### src/rtl/dispatch_queue_if.sv
// Purpose: decoder-to-dispatch-queue enqueue handshake bundle.
// Signals (suffix direction is as seen by the queue):
//   enq_valid_i  decoder offers a word
//   enq_data_i   DW-bit control word
//   enq_class_i  0=ALU, 1=BRANCH, 2=LOAD, 3=STORE
//   enq_ready_o  queue accepts the word this cycle
// Modports: master = decoder side, slave = queue side.
interface dispatch_queue_if #(
  parameter int unsigned DW = 128
);
  logic          enq_valid_i;
  logic [DW-1:0] enq_data_i;
  logic [1:0]    enq_class_i;
  logic          enq_ready_o;

  modport master (
    output enq_valid_i,
    output enq_data_i,
    output enq_class_i,
    input  enq_ready_o
  );

  modport slave (
    input  enq_valid_i,
    input  enq_data_i,
    input  enq_class_i,
    output enq_ready_o
  );
endinterface

### src/rtl/dispatch_queue.sv
// Purpose: in-order dispatch queue between decode and the execution units.
//   Circular buffer of {class, data}; the head entry is routed to an ALU
//   reservation station, the branch unit or the LSQ when the target and the
//   ROB both have room. A flush empties the queue on the next edge.
// Ports:
//   clk_i, reset_n_i        clock, async active-low reset
//   flush_i                 synchronous flush (mispredict)
//   enq_if (slave)          enqueue handshake from the decoder
//   rs_empty_i / br_empty_i / lsq_empty_i / rob_full_i   target status
//   deq_valid_o, deq_data_o head entry
//   rs_load_o, br_load_o, lsq_load_o, rob_load_o, regfile_allocate_o  strobes
//   count_o, afull_o        occupancy and almost-full
module dispatch_queue #(
  parameter int unsigned DEPTH  = 8,
  parameter int unsigned DW     = 128,
  parameter int unsigned NUM_RS = 4,
  parameter int unsigned AFULL  = DEPTH - 2
) (
  input  logic                       clk_i,
  input  logic                       reset_n_i,
  input  logic                       flush_i,
  dispatch_queue_if.slave            enq_if,
  input  logic [NUM_RS-1:0]          rs_empty_i,
  input  logic                       br_empty_i,
  input  logic                       lsq_empty_i,
  input  logic                       rob_full_i,
  output logic                       deq_valid_o,
  output logic [DW-1:0]              deq_data_o,
  output logic [NUM_RS-1:0]          rs_load_o,
  output logic                       br_load_o,
  output logic                       lsq_load_o,
  output logic                       rob_load_o,
  output logic                       regfile_allocate_o,
  output logic [$clog2(DEPTH+1)-1:0] count_o,
  output logic                       afull_o
);

  localparam int unsigned AW = (DEPTH > 1) ? $clog2(DEPTH) : 1;
  localparam int unsigned CW = $clog2(DEPTH + 1);

  localparam logic [1:0] CLS_ALU    = 2'd0;
  localparam logic [1:0] CLS_BRANCH = 2'd1;
  localparam logic [1:0] CLS_LOAD   = 2'd2;
  localparam logic [1:0] CLS_STORE  = 2'd3;

  logic [DW-1:0] r_data  [DEPTH];
  logic [1:0]    r_class [DEPTH];
  logic [AW-1:0] r_head;
  logic [AW-1:0] r_tail;
  logic [CW-1:0] r_count;

  logic              w_enq;
  logic              w_valid;
  logic [1:0]        w_head_class;
  logic              w_target_free;
  logic              w_dispatch;
  logic [NUM_RS-1:0] w_rs_lowest;

  // Enqueue acceptance depends only on registered count and flush.
  assign enq_if.enq_ready_o = (r_count < CW'(DEPTH)) & ~flush_i;
  assign w_enq              = enq_if.enq_valid_i & enq_if.enq_ready_o;

  assign w_valid      = (r_count != '0);
  assign w_head_class = r_class[r_head];

  // Storage carries no reset; empty-queue output is masked instead.
  assign deq_valid_o = w_valid;
  assign deq_data_o  = w_valid ? r_data[r_head] : '0;

  // Target availability for the head entry's class.
  always_comb begin
    w_target_free = 1'b0;
    case (w_head_class)
      CLS_ALU:    w_target_free = |rs_empty_i;
      CLS_BRANCH: w_target_free = br_empty_i;
      CLS_LOAD,
      CLS_STORE:  w_target_free = lsq_empty_i;
      default:    w_target_free = 1'b0;
    endcase
  end

  assign w_dispatch = w_valid & ~rob_full_i & ~flush_i & w_target_free;

  // x & (~x + 1) isolates the lowest set bit.
  assign w_rs_lowest = rs_empty_i & (~rs_empty_i + NUM_RS'(1));

  // Dispatch strobes.
  always_comb begin
    rs_load_o          = '0;
    br_load_o          = 1'b0;
    lsq_load_o         = 1'b0;
    rob_load_o         = 1'b0;
    regfile_allocate_o = 1'b0;
    if (w_dispatch) begin
      rob_load_o = 1'b1;
      case (w_head_class)
        CLS_ALU: begin
          rs_load_o          = w_rs_lowest;
          regfile_allocate_o = 1'b1;
        end
        CLS_BRANCH: br_load_o = 1'b1;
        CLS_LOAD: begin
          lsq_load_o         = 1'b1;
          regfile_allocate_o = 1'b1;
        end
        default: lsq_load_o = 1'b1;
      endcase
    end
  end

  // Entry write at tail.
  always_ff @(posedge clk_i) begin
    if (w_enq) begin
      r_data[r_tail]  <= enq_if.enq_data_i;
      r_class[r_tail] <= enq_if.enq_class_i;
    end
  end

  // Pointers and count; power-of-two depth makes wrap a natural overflow.
  always_ff @(posedge clk_i or negedge reset_n_i) begin
    if (!reset_n_i) begin
      r_head  <= '0;
      r_tail  <= '0;
      r_count <= '0;
    end else if (flush_i) begin
      r_head  <= '0;
      r_tail  <= '0;
      r_count <= '0;
    end else begin
      if (w_enq)      r_tail <= r_tail + AW'(1);
      if (w_dispatch) r_head <= r_head + AW'(1);
      r_count <= r_count + CW'(w_enq) - CW'(w_dispatch);
    end
  end

  assign count_o = r_count;
  assign afull_o = (r_count >= CW'(AFULL));

endmodule

### src/flat_wrapper.sv
// flat-port wrapper written by rule: the top's interface ports become plain ports
module dispatch_queue_flat 
#(
  parameter int unsigned DEPTH  = 8,
  parameter int unsigned DW     = 128,
  parameter int unsigned NUM_RS = 4,
  parameter int unsigned AFULL  = DEPTH - 2
)
  (clk_i, reset_n_i, flush_i, rs_empty_i, br_empty_i, lsq_empty_i, rob_full_i, deq_valid_o, deq_data_o, rs_load_o, br_load_o, lsq_load_o, rob_load_o, regfile_allocate_o, count_o, afull_o, enq_if_enq_valid_i, enq_if_enq_data_i, enq_if_enq_class_i, enq_if_enq_ready_o);
  dispatch_queue_if #(.DW(DW)) enq_if_i ();
  input  logic clk_i;
  input  logic reset_n_i;
  input  logic flush_i;
  input  logic [NUM_RS-1:0] rs_empty_i;
  input  logic br_empty_i;
  input  logic lsq_empty_i;
  input  logic rob_full_i;
  output logic deq_valid_o;
  output logic [DW-1:0] deq_data_o;
  output logic [NUM_RS-1:0] rs_load_o;
  output logic br_load_o;
  output logic lsq_load_o;
  output logic rob_load_o;
  output logic regfile_allocate_o;
  output logic [$clog2(DEPTH+1)-1:0] count_o;
  output logic afull_o;
  input wire logic [$bits(enq_if_i.enq_valid_i)-1:0] enq_if_enq_valid_i;
  input wire logic [$bits(enq_if_i.enq_data_i)-1:0] enq_if_enq_data_i;
  input wire logic [$bits(enq_if_i.enq_class_i)-1:0] enq_if_enq_class_i;
  output wire logic [$bits(enq_if_i.enq_ready_o)-1:0] enq_if_enq_ready_o;
  assign enq_if_i.enq_valid_i = enq_if_enq_valid_i;
  assign enq_if_i.enq_data_i = enq_if_enq_data_i;
  assign enq_if_i.enq_class_i = enq_if_enq_class_i;
  assign enq_if_enq_ready_o = enq_if_i.enq_ready_o;
  dispatch_queue #(.DEPTH(DEPTH), .DW(DW), .NUM_RS(NUM_RS), .AFULL(AFULL)) u_core (.clk_i(clk_i), .reset_n_i(reset_n_i), .flush_i(flush_i), .enq_if(enq_if_i), .rs_empty_i(rs_empty_i), .br_empty_i(br_empty_i), .lsq_empty_i(lsq_empty_i), .rob_full_i(rob_full_i), .deq_valid_o(deq_valid_o), .deq_data_o(deq_data_o), .rs_load_o(rs_load_o), .br_load_o(br_load_o), .lsq_load_o(lsq_load_o), .rob_load_o(rob_load_o), .regfile_allocate_o(regfile_allocate_o), .count_o(count_o), .afull_o(afull_o));
endmodule
### config.mk
export PLATFORM = sky130hd
export DESIGN_NAME = dispatch_queue_flat
export DESIGN_NICKNAME = d
export VERILOG_FILES = /design/src/rtl/dispatch_queue_if.sv /design/src/rtl/dispatch_queue.sv /design/src/flat_wrapper.sv
export SDC_FILE = /design/constraint.sdc
export NUM_CORES = 1
export LEC_CHECK = 0
export ABC_AREA = 1
export CAP_MARGIN = 0
export CORE_MARGIN = 5
export CORE_UTILIZATION = 42
export DETAILED_ROUTE_END_ITERATION = 10
export PLACE_DENSITY = 0.72
export SYNTH_ARGS = -nofsm -noshare
export SYNTH_HDL_FRONTEND = slang
export SYNTH_SLANG_ARGS = --single-unit
### constraint.sdc
create_clock -name clk_i -period 6.3 [get_ports clk_i]
set_input_delay 0.945 -clock clk_i [delete_from_list [all_inputs] [get_ports clk_i]]
set_output_delay 0.945 -clock clk_i [all_outputs]
set_load 0.03 [all_outputs]
==> impl_metrics.tcl <==
set metrics [dict create \
    clock_skew_ns 0.0233 \
    multiInputGateArea_sq_um 8380 \
    io_pins 284 \
    tritoncts "built" \
    finalCritPeriodShare 0.837 \
    reg2reg_depth 15 \
    synth_top_family_by_area "compound AO/OA/AOI/OAI gates" \
    period_needed_ns 5.27 \
    dieArea_sq_um 104000 \
    layout.nets 3449 \
    vias 25400 \
    hold_buffers 0 \
    ys.flop_type "edfxtp_1" \
    synth_compound_area_frac 0.119 \
    rows 114 \
    path_clk_slew_ns 0.06 \
    synthTopCellsByCount "edfxtp_1, nor2_1, o21ai_0" \
    wl_per_cell_microns 20.9 \
    cts.sinks 1050 \
    fillCellCount 8099 \
    design_area_sq_um 48300 \
    drt_pass1_iterations 7 \
    irDropWorstVdd_mv 0.328 \
    async_flop_share 0.00952 \
    path_max_fanout 266 \
    clockBufferDepth 3 \
    cts-root-buf "clkbuf_16" \
    drt_first_iter_violations 2680 \
    grt_max_degree 267 \
    max_cap_viol_count 0 \
    cp-start-kind "register" \
    min_path_cells 2 \
    critPathKind "reg2out" \
    yosys.area_share.simple 0.0806 \
    end_kind "output port" \
    die_w_microns 322 \
    antenna_left 0 \
    p_per_area_nw_per_um2 407 \
    setup_slack_ns 1.03 \
    yosysSeqAreaShare 0.770 \
    cts_buffers 105 \
    avgSynthCellArea_sq_um 13.3 \
    max_freq_mhz 190 \
    yosysMostFrequentCell "edfxtp_1" \
    post-dp-hpwl_mm 47.8 \
    slew_headroom -0.0236 \
    gp_congestion 0.743 \
    hold_viol 0 \
    htreeDepth 3 \
    synth_nets 3228 \
    clk_latency_ns 0.67 \
    yosys.area_share.adder 0.00324 \
    drc 0 \
    wl_mm 97.4 \
    coreArea_sq_um 96700 \
    layout-drive-gt1-share 0.0615 \
    synth_top_area_share 0.764 \
    ys_ff_latch 1050 \
    hold_end "u_core.r_tail[0]" \
    antenna_found_initial 4 \
    track_usage 0.183 \
    min_from "u_core.r_tail[0]" \
    reg2reg_slack_ns 2.48 \
    synth_xor_area_frac 0.000642 \
    synthTopCellsByArea "edfxtp_1, nor2_1, o21ai_0, o22ai_1, a31oi_1" \
    synth_area_sq_um 40900 \
    arrival_ns 4.33 \
    violations "max-slew violations" \
    rsz0062_at_grt "no" \
    r2r-start "u_core.r_head[1]" \
    synth_mux_area_frac 0 \
    grt_pass1_wl_mm 148 \
    portBuffers 283 \
    initial_utilization 0.423 \
    cts_resized 0 \
    synth_warnings 0 \
    drv_slew 40 \
    status "complete, but fails checks" \
    vias_per_cell 5.45 \
    overflow 0 \
    finalSetupViolations 0 \
    placedInstanceArea_sq_um 45000 \
    hp-class "reg2reg" \
    syn-instance-count 3077 \
    area_delta_synth_final_pct 18.1 \
    synth_edf_count 1040 \
    post-place-ws_ns 1.93 \
    r2r_end "u_core.count_o[2]" \
    finish.utilization 0.499 \
    synthDistinctLibCells 31 \
    grt_pass1_vias 25100 \
    fp.dieH_microns 322 \
    crit_required_ns 5.35 \
    seqCellArea_sq_um 31500 \
    p_leak_nw 15.6 \
    fin_setup_tns_ns 0 \
    synth_area_leader_cell "edfxtp_1" \
    worst_slew_pin_slew_ns 1.54 \
    post_cts_buffers 0 \
]
layout make-up:
cell class	count	share of cell area
antenna	5	0.000259
clock buffer	136	0.0573
clock inverter	56	0.00969
inverter	35	0.00342
multi-input combinational	1778	0.173
sequential	1050	0.652
tap	1276	0.0331
timing repair buffer	328	0.0708
kinds of logic (layout without fill, tap and decap cells):
kind of cell | after synthesis | after routing
simple gates | 860 | 860
flops | 1050 | 1050
buf+inv | 249 | 555
fa+ha+maj | 10 | 10
compound gates | 905 | 905
other cells | 0 | 5
xor+xnor | 3 | 3
registers in the layout, summed over array words and instances, names as in the netlist:
signal          flops
u_core.count_o      4
u_core.r_class     16
u_core.r_data    1024
u_core.r_head       3
u_core.r_tail       3
metrics by stage:
stage	hold slack [ns]	total power, mW	cells
detailed placement	0.585	14.0	4467
finish	0.595	19.7	4664
global placement	0.576	13.9	4467
global route	0.611	20.6	4662
CTS	0.548	19.9	4659
floorplan	0.550	11.7	3077
per-layer routing:
layer  vias up  track usage  wire [microns]
met1     12600        0.239           40600
met2       836        0.314           48500
met3       136       0.0334            6240
li1      11800            -               -
met4         0       0.0548            2100
met5         -            0               0
worst max-delay path by stage:
stage	from	endpoint	slack, ns	cells past startpoint
CTS	u_core.r_head[0]	deq_data_o[41]	1.17	7
global placement	u_core.r_head[0]	deq_data_o[41]	1.95	7
detailed placement	u_core.r_head[0]	deq_data_o[41]	1.93	7
floorplan	flush_i	u_core.r_class[0][0]	-1.54	5
finish	u_core.r_head[0]	deq_data_o[79]	1.03	7
global route	u_core.r_head[0]	deq_data_o[13]	0.90	7
worst max-delay path, cell delays in order (launching register included):
cell             delay [ns]
dfrtp_4                0.72
inv_16                 0.42
buf_4                  0.46
o21ai_0                0.12
o22ai_1                0.14
o21ai_1                0.08
a31oi_1                0.28
clkdlybuf4s50_1        0.73
cells in the final DEF (no fill, tap or decap), types with 8 or more instances in the layout:
| cell type | instances |
|---|---|
| nor2_1 | 782 |
| buf_12 | 20 |
| a31oi_1 | 128 |
| o21ai_0 | 550 |
| edfxtp_1 | 1040 |
| inv_1 | 28 |
| ha_1 | 9 |
| clkdlybuf4s50_1 | 283 |
| o22ai_1 | 129 |
| buf_4 | 25 |
| nand2_1 | 45 |
| o21ai_1 | 93 |
| clkbuf_16 | 106 |
| clkinv_2 | 12 |
| clkbuf_1 | 30 |
| nand3_1 | 15 |
| dfrtp_1 | 8 |
| nor2_4 | 8 |
| clkinv_1 | 24 |
power by group:
group          leakage (nW)  switching [mW]  internal [mW]
combinational          4.52            3.86           1.94
clock                  1.57            2.53           3.34
sequential             9.51           0.102           7.90
(Power assumes the default switching activity.)
